--- src/rtl/instr_fetch_unit.sv ---
// Instruction fetch stage: owns the fetch PC, issues word requests, buffers returned words in order.
// Define IFU_PERF_CNT_EN to add fetch_bubble_cnt_out, a saturating count of cycles the decoder waited on fetch.
module instr_fetch_unit #(
    parameter logic [31:0] RESET_PC   = 32'h0000_0000,
    parameter int          FIFO_DEPTH = 2
) (
    input  logic        clk_in,
    input  logic        rst_n_in,
    output logic        imem_req_valid_out,
    input  logic        imem_req_ready_in,
    output logic [31:0] imem_req_addr_out,
    input  logic        imem_rsp_valid_in,
    input  logic [31:0] imem_rsp_data_in,
    input  logic        redirect_valid_in,
    input  logic [31:0] redirect_pc_in,
    output logic        instr_valid_out,
    input  logic        instr_ready_in,
    output logic [31:0] instr_out,
    output logic [31:0] instr_pc_out
`ifdef IFU_PERF_CNT_EN
    ,
    output logic [31:0] fetch_bubble_cnt_out
`endif
);
    localparam int AW = $clog2(FIFO_DEPTH);
    localparam int CW = AW + 1;
    localparam logic [CW:0]   DEPTH_W = (CW+1)'(FIFO_DEPTH);
    localparam logic [CW-1:0] FULL_W  = CW'(FIFO_DEPTH);

    typedef enum logic [1:0] {IDLE, FETCH, FLUSH} state_t;

    state_t          state_q, state_d;
    logic [31:0]     fetch_pc_q, fetch_pc_d;
    logic [31:0]     rsp_pc_q, rsp_pc_d;
    logic [CW-1:0]   count_q, count_d;
    logic [CW-1:0]   inflight_q, inflight_d;
    logic [CW-1:0]   discard_q, discard_d;
    logic [AW-1:0]   wr_ptr_q, wr_ptr_d;
    logic [AW-1:0]   rd_ptr_q, rd_ptr_d;
    logic [31:0]     fifo_data_q [FIFO_DEPTH];
    logic [31:0]     fifo_pc_q   [FIFO_DEPTH];

    logic            req_valid, accept, push, pop, rsp_dec, credit_ok;
    logic [CW-1:0]   inflight_after;

    assign instr_valid_out    = (count_q != '0);
    assign instr_out          = instr_valid_out ? fifo_data_q[rd_ptr_q] : 32'h0;
    assign instr_pc_out       = instr_valid_out ? fifo_pc_q[rd_ptr_q]   : 32'h0;
    assign imem_req_valid_out = req_valid;
    assign imem_req_addr_out  = fetch_pc_q;

    // Responses can only belong to accepted requests; guarding keeps counters from underflowing.
    assign rsp_dec        = imem_rsp_valid_in && (inflight_q != '0);
    assign inflight_after = inflight_q - CW'(rsp_dec);
    assign credit_ok      = ({1'b0, inflight_q} + {1'b0, count_q}) < DEPTH_W;

    always_comb begin
        state_d    = state_q;
        fetch_pc_d = fetch_pc_q;
        rsp_pc_d   = rsp_pc_q;
        count_d    = count_q;
        inflight_d = inflight_q;
        discard_d  = discard_q;
        wr_ptr_d   = wr_ptr_q;
        rd_ptr_d   = rd_ptr_q;
        req_valid  = 1'b0;
        push       = 1'b0;
        pop        = instr_valid_out && instr_ready_in && !redirect_valid_in;

        if (state_q == FETCH) begin
            req_valid = !redirect_valid_in && credit_ok;
        end
        accept = req_valid && imem_req_ready_in;

        if (redirect_valid_in) begin
            fetch_pc_d = {redirect_pc_in[31:2], 2'b00};
            rsp_pc_d   = {redirect_pc_in[31:2], 2'b00};
            count_d    = '0;
            wr_ptr_d   = '0;
            rd_ptr_d   = '0;
            inflight_d = inflight_after;
            discard_d  = inflight_after;
            case (state_q)
                IDLE:    state_d = FETCH;
                FETCH:   state_d = (inflight_after != '0) ? FLUSH : FETCH;
                default: state_d = FLUSH;
            endcase
        end else begin
            case (state_q)
                IDLE: state_d = FETCH;
                FETCH: begin
                    if (accept) begin
                        fetch_pc_d = fetch_pc_q + 32'd4;
                    end
                    if (rsp_dec) begin
                        rsp_pc_d = rsp_pc_q + 32'd4;
                        push     = (count_q != FULL_W);
                    end
                    inflight_d = inflight_q + CW'(accept) - CW'(rsp_dec);
                end
                default: begin
                    if (rsp_dec) begin
                        inflight_d = inflight_after;
                        discard_d  = discard_q - CW'(discard_q != '0);
                    end
                    state_d = (discard_d == '0) ? FETCH : FLUSH;
                end
            endcase
            count_d  = count_q + CW'(push) - CW'(pop);
            wr_ptr_d = wr_ptr_q + AW'(push);
            rd_ptr_d = rd_ptr_q + AW'(pop);
        end
    end

    always_ff @(posedge clk_in or negedge rst_n_in) begin
        if (!rst_n_in) begin
            state_q    <= IDLE;
            fetch_pc_q <= RESET_PC;
            rsp_pc_q   <= RESET_PC;
            count_q    <= '0;
            inflight_q <= '0;
            discard_q  <= '0;
            wr_ptr_q   <= '0;
            rd_ptr_q   <= '0;
        end else begin
            state_q    <= state_d;
            fetch_pc_q <= fetch_pc_d;
            rsp_pc_q   <= rsp_pc_d;
            count_q    <= count_d;
            inflight_q <= inflight_d;
            discard_q  <= discard_d;
            wr_ptr_q   <= wr_ptr_d;
            rd_ptr_q   <= rd_ptr_d;
        end
    end

    // Storage needs no reset: the head is masked to zero whenever the count is zero.
    always_ff @(posedge clk_in) begin
        if (push) begin
            fifo_data_q[wr_ptr_q] <= imem_rsp_data_in;
            fifo_pc_q[wr_ptr_q]   <= rsp_pc_q;
        end
    end

`ifdef IFU_PERF_CNT_EN
    logic [31:0] bubble_cnt_q, bubble_cnt_d;

    always_comb begin
        bubble_cnt_d = bubble_cnt_q;
        if ((state_q == FETCH || state_q == FLUSH) && !instr_valid_out && instr_ready_in
            && (bubble_cnt_q != 32'hFFFF_FFFF)) begin
            bubble_cnt_d = bubble_cnt_q + 32'd1;
        end
    end

    always_ff @(posedge clk_in or negedge rst_n_in) begin
        if (!rst_n_in) begin
            bubble_cnt_q <= 32'h0;
        end else begin
            bubble_cnt_q <= bubble_cnt_d;
        end
    end

    assign fetch_bubble_cnt_out = bubble_cnt_q;
`endif

endmodule
--- config.mk ---
export PLATFORM = sky130hd
export DESIGN_NAME = instr_fetch_unit
export DESIGN_NICKNAME = d
export VERILOG_FILES = /design/src/rtl/instr_fetch_unit.sv
export SDC_FILE = /design/constraint.sdc
export NUM_CORES = 1
export LEC_CHECK = 0
export BUFFER_PORTS_ARGS = -buffer_cell sky130_fd_sc_hd__buf_4
export CORE_MARGIN = 8
export CORE_UTILIZATION = 45
export DETAILED_ROUTE_END_ITERATION = 7
export GPL_ROUTABILITY_DRIVEN = 0
export GPL_TIMING_DRIVEN = 0
export PLACE_DENSITY = 0.67
export SETUP_SLACK_MARGIN = 0.5
export SYNTH_ARGS = -nofsm -noshare
export SYNTH_HDL_FRONTEND = slang
export SYNTH_SLANG_ARGS = --single-unit
--- constraint.sdc ---
create_clock -name clk_in -period 9.2 [get_ports clk_in]
set_clock_uncertainty 0.1 [all_clocks]
set_input_delay 0.46 -clock clk_in [delete_from_list [all_inputs] [get_ports clk_in]]
set_output_delay 0.46 -clock clk_in [all_outputs]
set_load 0.1 [all_outputs]
# Word-level counts from Yosys, hierarchy flattened
# Memories as Yosys holds them, arrays and structs flattened.
# Cells that the tools add are included.
# Widths: inputs -> output; s select.
# word_totals
regBits	74
word_cells	78
ramBits	128
output_inout_bits	98
inputBits	70
n_memories	2
# op_classes
add_sub_neg	11
order_cmp	1
muxes	31
n_eq_ne	5
reduce_logical	20
# mem_list
memory	depth	width	rd	rd_ports_with_merged_regs	write_ports	line	source
fifo_data_q	2	32	1	0	1	40	logic [31:0] fifo_data_q [FIFO_DEPTH];
fifo_pc_q	2	32	1	0	1	41	logic [31:0] fifo_pc_q [FIFO_DEPTH];
# ops
op	count
$mux 32	8
$add 32x3->32 const B	2
$mux 2	11
$reduce_bool 2->1	7
$pmux 2 s2	3
$mux 1	9
$sub 2x1->2	4
$ne 2x2->1 const B	3
$reduce_and 2->1	3
$logic_and 1x1->1	5
$add 2x1->2	2
$logic_not 2->1	2
$add 2x2->3	1
$lt 3x2->1 const B	1
$reduce_bool 3->1	1
$add 1x1->1	2
$eq 2x1->1 const B	1
$ne 2x1->1 const B	1
$reduce_or 2->1	1
$logic_not 1->1	1

# Depth between registers and ports, before layout
# logic_depth
word_depth	9
mapped_depth	13
ltp_nobuf	12

# Least setup slack after synthesis
# OpenSTA, ideal clock, no wires.
# synth_path
path_kind	flip-flop to flip-flop
startpoint	register state_q[1]
endpoint	memory fifo_data_q[1][0] (enable)
required_time_ns	8.529
path_buffers	1
path_slack_ns	2.879
synth_period_minus_slack_ns	6.321
setup_time_ns	0.571
arrival_ns	5.650
stages_incl_launch_ff	6
path_cell_list	dfrtp_1 -> nand2b_1 -> buf_2 -> nor2_1 -> o21ai_1 -> nor3b_1
# synth_between
elab_chain_cells	6
# synth_rtl
item	line	source
start: declaration	32	state_t state_q, state_d;
start signal: assignment	126	state_q <= state_d;
$eq 2x1->1	89	case (state_q)
$mux 1	89	
$mux 1 (2 in series)	75	if (redirect_valid_in) begin
$mux 1	139	if (push) begin
$mux 1 (implied by the code)	140	fifo_data_q[wr_ptr_q] <= imem_rsp_data_in;
end: declaration	40	
# Every way passes these cells. The select of a mux whose other input is x is not followed.

# Worst setup path in the final report
# layout_path
startpoint	register count_q[0]
endpoint	register inflight_q[1]
# layout_between
elab_chain_cells	9
# layout_rtl
item	line	source
start: declaration	35	logic [CW-1:0] count_q, count_d;
start signal: assignment	129	count_q <= count_d;
$add 2x2->3	55	assign credit_ok = ({1'b0, inflight_q} + {1'b0, count_q}) < DEPTH_W;
$lt 3x2->1	55	
$logic_and 1x1->1	71	req_valid = !redirect_valid_in && credit_ok;
$mux 1	70	if (state_q == FETCH) begin
$logic_and 1x1->1	73	accept = req_valid && imem_req_ready_in;
$add 2x1->2	99	inflight_d = inflight_q + CW'(accept) - CW'(rsp_dec);
$sub 2x1->2	99	
$pmux 2 s2	89	
$mux 2	75	
end signal: assignment	130	inflight_q <= inflight_d;
end: declaration	36	logic [CW-1:0] inflight_q, inflight_d;
# Every way passes these cells.
# A chain may end at the register's enable or synchronous reset.

==> report_table.html <==
<table>
<tr><th>Metric</th><th>Value</th></tr>
<tr><th colspan="2">Routing</th></tr>
<tr><td>Detailed-router iteration count before antenna repair</td><td>5</td></tr>
<tr><td>DRC violations left</td><td>0</td></tr>
<tr><td>Via count of the routed design</td><td>6243</td></tr>
<tr><td>Drt total wl</td><td>21700 µm</td></tr>
<tr><td>WL per Instance</td><td>18.4 µm</td></tr>
<tr><td>Final ANT Viol Nets</td><td>0</td></tr>
<tr><td>Vias per cell</td><td>5.29</td></tr>
<tr><td>First-iteration detailed-routing DRC count</td><td>388</td></tr>
<tr><th colspan="2">Yosys</th></tr>
<tr><td>Seq cells post-synth</td><td>194</td></tr>
<tr><td>Flip-flop cell with the highest count after synthesis</td><td>sky130_fd_sc_hd__edfxtp_1</td></tr>
<tr><td>Area of the mapped netlist</td><td>8720 µm²</td></tr>
<tr><td>Total of warnings raised by yosys</td><td>0</td></tr>
<tr><td>Average cell area after synthesis</td><td>12.3 µm²</td></tr>
<tr><td>Number of enable flip-flop cells after synthesis</td><td>124</td></tr>
<tr><td>Sequential-to-total area share from yosys stat</td><td>0.628</td></tr>
<tr><td>Distinct cell type count after synthesis</td><td>57</td></tr>
<tr><td>Proportion of synthesized flip-flops having asynchronous set or reset</td><td>0.361</td></tr>
<tr><td>Cell count after synthesis</td><td>708</td></tr>
<tr><th colspan="2">Clocking</th></tr>
<tr><td>Clock-pin slew of the registers on the worst-case setup and hold paths</td><td>0.07 ns</td></tr>
<tr><td>CTS tree</td><td>built</td></tr>
<tr><td>Number of buffers inserted during clock tree synthesis</td><td>17</td></tr>
<tr><td>Worst-skew pair later-pin latency</td><td>0.43 ns</td></tr>
<tr><td>Post-cts resize count</td><td>0</td></tr>
<tr><td>Post-cts hold buffer count</td><td>0</td></tr>
<tr><td>Number of buffers on the longest clock path</td><td>2</td></tr>
<tr><td>H-tree lvl count</td><td>4</td></tr>
<tr><td>CTS sink cnt</td><td>194</td></tr>
<tr><td>Root buffer cell</td><td>sky130_fd_sc_hd__clkbuf_16</td></tr>
<tr><td>Number of setup buffers added after CTS</td><td>0</td></tr>
<tr><th colspan="2">Timing</th></tr>
<tr><td>Final period demand of the worst path</td><td>3.51 ns</td></tr>
<tr><td>Setup repair after global routing missed its margin</td><td>false</td></tr>
<tr><td>Sum Neg Setup Slack</td><td>0 ns</td></tr>
<tr><td>Worst Max-Slew Pin Slew</td><td>1.03 ns</td></tr>
<tr><td>Worst-case headroom to the max-slew limit</td><td>0.312</td></tr>
<tr><td>Slack of the critical path</td><td>5.69 ns</td></tr>
<tr><td>Hold Slack</td><td>0.0439 ns</td></tr>
<tr><td>Part of the cycle the worst path needs</td><td>0.382</td></tr>
<tr><td>Final max-slew violation count</td><td>0</td></tr>
<tr><td>Achievable Freq</td><td>285 MHz</td></tr>
<tr><td>Number of setup violations in the final report</td><td>0</td></tr>
<tr><td>Number of endpoints with negative hold slack in the final report</td><td>0</td></tr>
<tr><th colspan="2">Global routing</th></tr>
<tr><td>Total routing usage reported by global routing</td><td>0.181</td></tr>
<tr><td>Antenna violations before repair</td><td>0</td></tr>
<tr><td>Total congestion overflow after global routing</td><td>0</td></tr>
<tr><td>Global-route wire length before repair</td><td>33900 µm</td></tr>
<tr><td>Vias in the first global route</td><td>6286</td></tr>
<tr><td>Maximum number of pins on one net before global-route repair</td><td>71</td></tr>
<tr><th colspan="2">Layout</th></tr>
<tr><td>Post-synthesis to final-layout area growth</td><td>25.8%</td></tr>
<tr><td>Area occupied by multi-input gates</td><td>3050 µm²</td></tr>
<tr><td>Number of antenna diodes</td><td>0</td></tr>
<tr><td>Filler-free cell count of the finished design</td><td>1181</td></tr>
<tr><td>Final Core Density</td><td>0.571</td></tr>
<tr><td>Commonest non-fill, non-tap cells in the layout</td><td>sky130_fd_sc_hd__buf_4, sky130_fd_sc_hd__edfxtp_1, sky130_fd_sc_hd__nor2_1, sky130_fd_sc_hd__dfrtp_1, sky130_fd_sc_hd__mux2i_1</td></tr>
<tr><td>Layout cell share with drive strength beyond 1</td><td>0.255</td></tr>
<tr><td>Register area</td><td>5480 µm²</td></tr>
<tr><td>Count of nets after finishing</td><td>981</td></tr>
<tr><td>Filler instances</td><td>1639</td></tr>
<tr><td>Most frequent standard cell in the layout excluding fill and tap cells</td><td>sky130_fd_sc_hd__buf_4</td></tr>
<tr><th colspan="2">Floorplan</th></tr>
<tr><td>Width of the die</td><td>155 µm</td></tr>
<tr><td>Core area</td><td>19200 µm²</td></tr>
<tr><td>Overall die height</td><td>155 µm</td></tr>
<tr><td>Site row count</td><td>51</td></tr>
<tr><td>Initial core utilization</td><td>0.454</td></tr>
<tr><td>Count of boundary I/O pins</td><td>168</td></tr>
<tr><td>Full die area</td><td>24100 µm²</td></tr>
<tr><th colspan="2">Setup path</th></tr>
<tr><td>Sort of element at the start of the critical path</td><td>flip-flop</td></tr>
<tr><td>Library cell contributing the largest single delay on the critical path</td><td>sky130_fd_sc_hd__or4b_4</td></tr>
<tr><td>Type of the setup path with the least slack</td><td>reg -&gt; reg</td></tr>
<tr><td>Crit path cell chain</td><td>and2_1, fa_1, or4b_4, nor2_2, inv_2, clkbuf_1, ha_1, inv_1, ha_1, xor2_1, a32oi_1, xnor2_1</td></tr>
<tr><td>CP top delay family</td><td>adder cells</td></tr>
<tr><td>Slowest Stage Delay on Critical Path</td><td>0.58 ns</td></tr>
<tr><td>Worst Path Arrival</td><td>3.77 ns</td></tr>
<tr><td>CP bufs+invs</td><td>3</td></tr>
<tr><td>Worst-path fanout max</td><td>10</td></tr>
<tr><td>CP dominant cell by count</td><td>sky130_fd_sc_hd__ha_1</td></tr>
<tr><td>Element type at the critical path end</td><td>flip-flop</td></tr>
<tr><td>Required arrival time at the worst endpoint</td><td>9.45 ns</td></tr>
<tr><th colspan="2">Placed design</th></tr>
<tr><td>Count of buffers from port buffering</td><td>161</td></tr>
<tr><td>HPWL after DPL</td><td>16300 µm</td></tr>
<tr><td>Number of placed cells counting well taps</td><td>1149</td></tr>
<tr><td>Post-Place Worst Slack</td><td>5.73 ns</td></tr>
<tr><th colspan="2">Flow run</th></tr>
<tr><td>Max_cap viols</td><td>0</td></tr>
<tr><th colspan="2">Run status</th></tr>
<tr><td>Status</td><td>finished, final reports clean</td></tr>
<tr><th colspan="2">Pwr</th></tr>
<tr><td>P_leak</td><td>0.00421 µW</td></tr>
<tr><td>Pwr dens</td><td>324 nW/µm²</td></tr>
<tr><td>Largest voltage drop on the vdd net</td><td>150 µV</td></tr>
<tr><th colspan="2">Hold path</th></tr>
<tr><td>Path category of the worst min-delay check</td><td>in -&gt; async</td></tr>
</table>
[cells by family (layout without fill, tap and decap cells)]
family | after synthesis | count (layout) | share of synthesized area
AND/OR/NAND/NOR | 258 | 258 | 0.146
AO/OA/AOI/OAI | 77 | 77 | 0.0554
flip-flops | 194 | 194 | 0.628
multiplexers | 81 | 81 | 0.0947
other | 1 | 4 | 0.000430
adder cells (fa/ha/maj) | 8 | 8 | 0.0123
XOR/XNOR | 39 | 39 | 0.0392
buffers and inverters | 50 | 255 | 0.0243
[registers in the layout (all words and copies together) (netlist names), 2 cells and up]
| register | count |
|---|---|
| rsp_pc_q | 30 |
| fifo_data_q | 64 |
| discard_q | 2 |
| state_q | 2 |
| count_q | 2 |
| inflight_q | 2 |
| fifo_pc_q | 60 |
| imem_req_addr_out | 30 |
[report_power, final]
part,switching [µW],internal [µW],total (µW)
Combinational,1370,381,1750
Clock,316,371,687
Sequential,83.9,1030,1110
Total,1770,1780,3550
[metrics by stage]
stage               power (µW)  instance area [µm²]
global route              3700                11000
CTS                       3590                11000
finish                    3550                11000
detailed placement        2900                10400
floorplan                 2490                 8730
global placement          2880                10300
[cells in the mapped netlist (6+ instances only)]
library cell               instances  share of area
sky130_fd_sc_hd__mux2i_1          69          0.079
sky130_fd_sc_hd__xor2_1           18          0.018
sky130_fd_sc_hd__o211ai_1          6         0.0052
sky130_fd_sc_hd__nand3_1          32          0.018
sky130_fd_sc_hd__o311ai_1          6         0.0060
sky130_fd_sc_hd__nand2_1          51          0.022
sky130_fd_sc_hd__o21ai_0          22          0.013
sky130_fd_sc_hd__edfxtp_1        124           0.43
sky130_fd_sc_hd__clkbuf_1         24          0.010
sky130_fd_sc_hd__and2_1            6         0.0043
sky130_fd_sc_hd__inv_1            11         0.0047
sky130_fd_sc_hd__and3_1            8         0.0057
sky130_fd_sc_hd__dfrtp_1          70           0.20
sky130_fd_sc_hd__o21ai_1          12         0.0069
sky130_fd_sc_hd__nor3_1            9         0.0052
sky130_fd_sc_hd__nor2_1           89          0.038
sky130_fd_sc_hd__mux2_2           12          0.015
sky130_fd_sc_hd__xnor2_1          21          0.021
sky130_fd_sc_hd__ha_1              7          0.010
sky130_fd_sc_hd__nor4_1            6         0.0043
sky130_fd_sc_hd__nand4_1          28          0.020
sky130_fd_sc_hd__a21oi_1          11         0.0063
[layer usage]
layer  track usage  up-vias  routed length (µm)
met2         0.288      254                9870
met1         0.237     2985                9630
met3        0.0530       28                1870
met4        0.0513        0                 346
met5             0        -                   0
li1              -     2976                   -
[cell type report]
class	instances	area share
Buffer	36	0.0145
Clock buffer	18	0.0391
Clock inverter	14	0.0104
Inverter	14	0.00479
Multi-Input combinational cell	467	0.278
Sequential cell	194	0.499
Tap cell	265	0.0302
Timing Repair Buffer	173	0.123
[path summary, 6_finish.rpt]
kind                                                from                           endpoint  slack [ns]  depth (start not counted)
worst max-delay path                count_q[0]$_DFF_PN0_          inflight_q[1]$_DFFE_PN0P_        5.69                         12
worst min-delay path                            rst_n_in  imem_req_addr_out[16]$_DFFE_PN0P_        0.04                          1
worst max register to register      count_q[0]$_DFF_PN0_          inflight_q[1]$_DFFE_PN0P_        5.69                         12
worst min register to register  rsp_pc_q[31]$_DFFE_PN0P_         fifo_pc_q[1][31]$_DFFE_PP_        0.40                          0
max in group asynchronous                       rst_n_in           rsp_pc_q[18]$_DFFE_PN0P_        8.34                          1
min in group clk_in                 imem_rsp_data_in[10]       fifo_data_q[0][10]$_DFFE_PP_        0.12                          1
No activity file was read; power rests on OpenSTA's default activity.
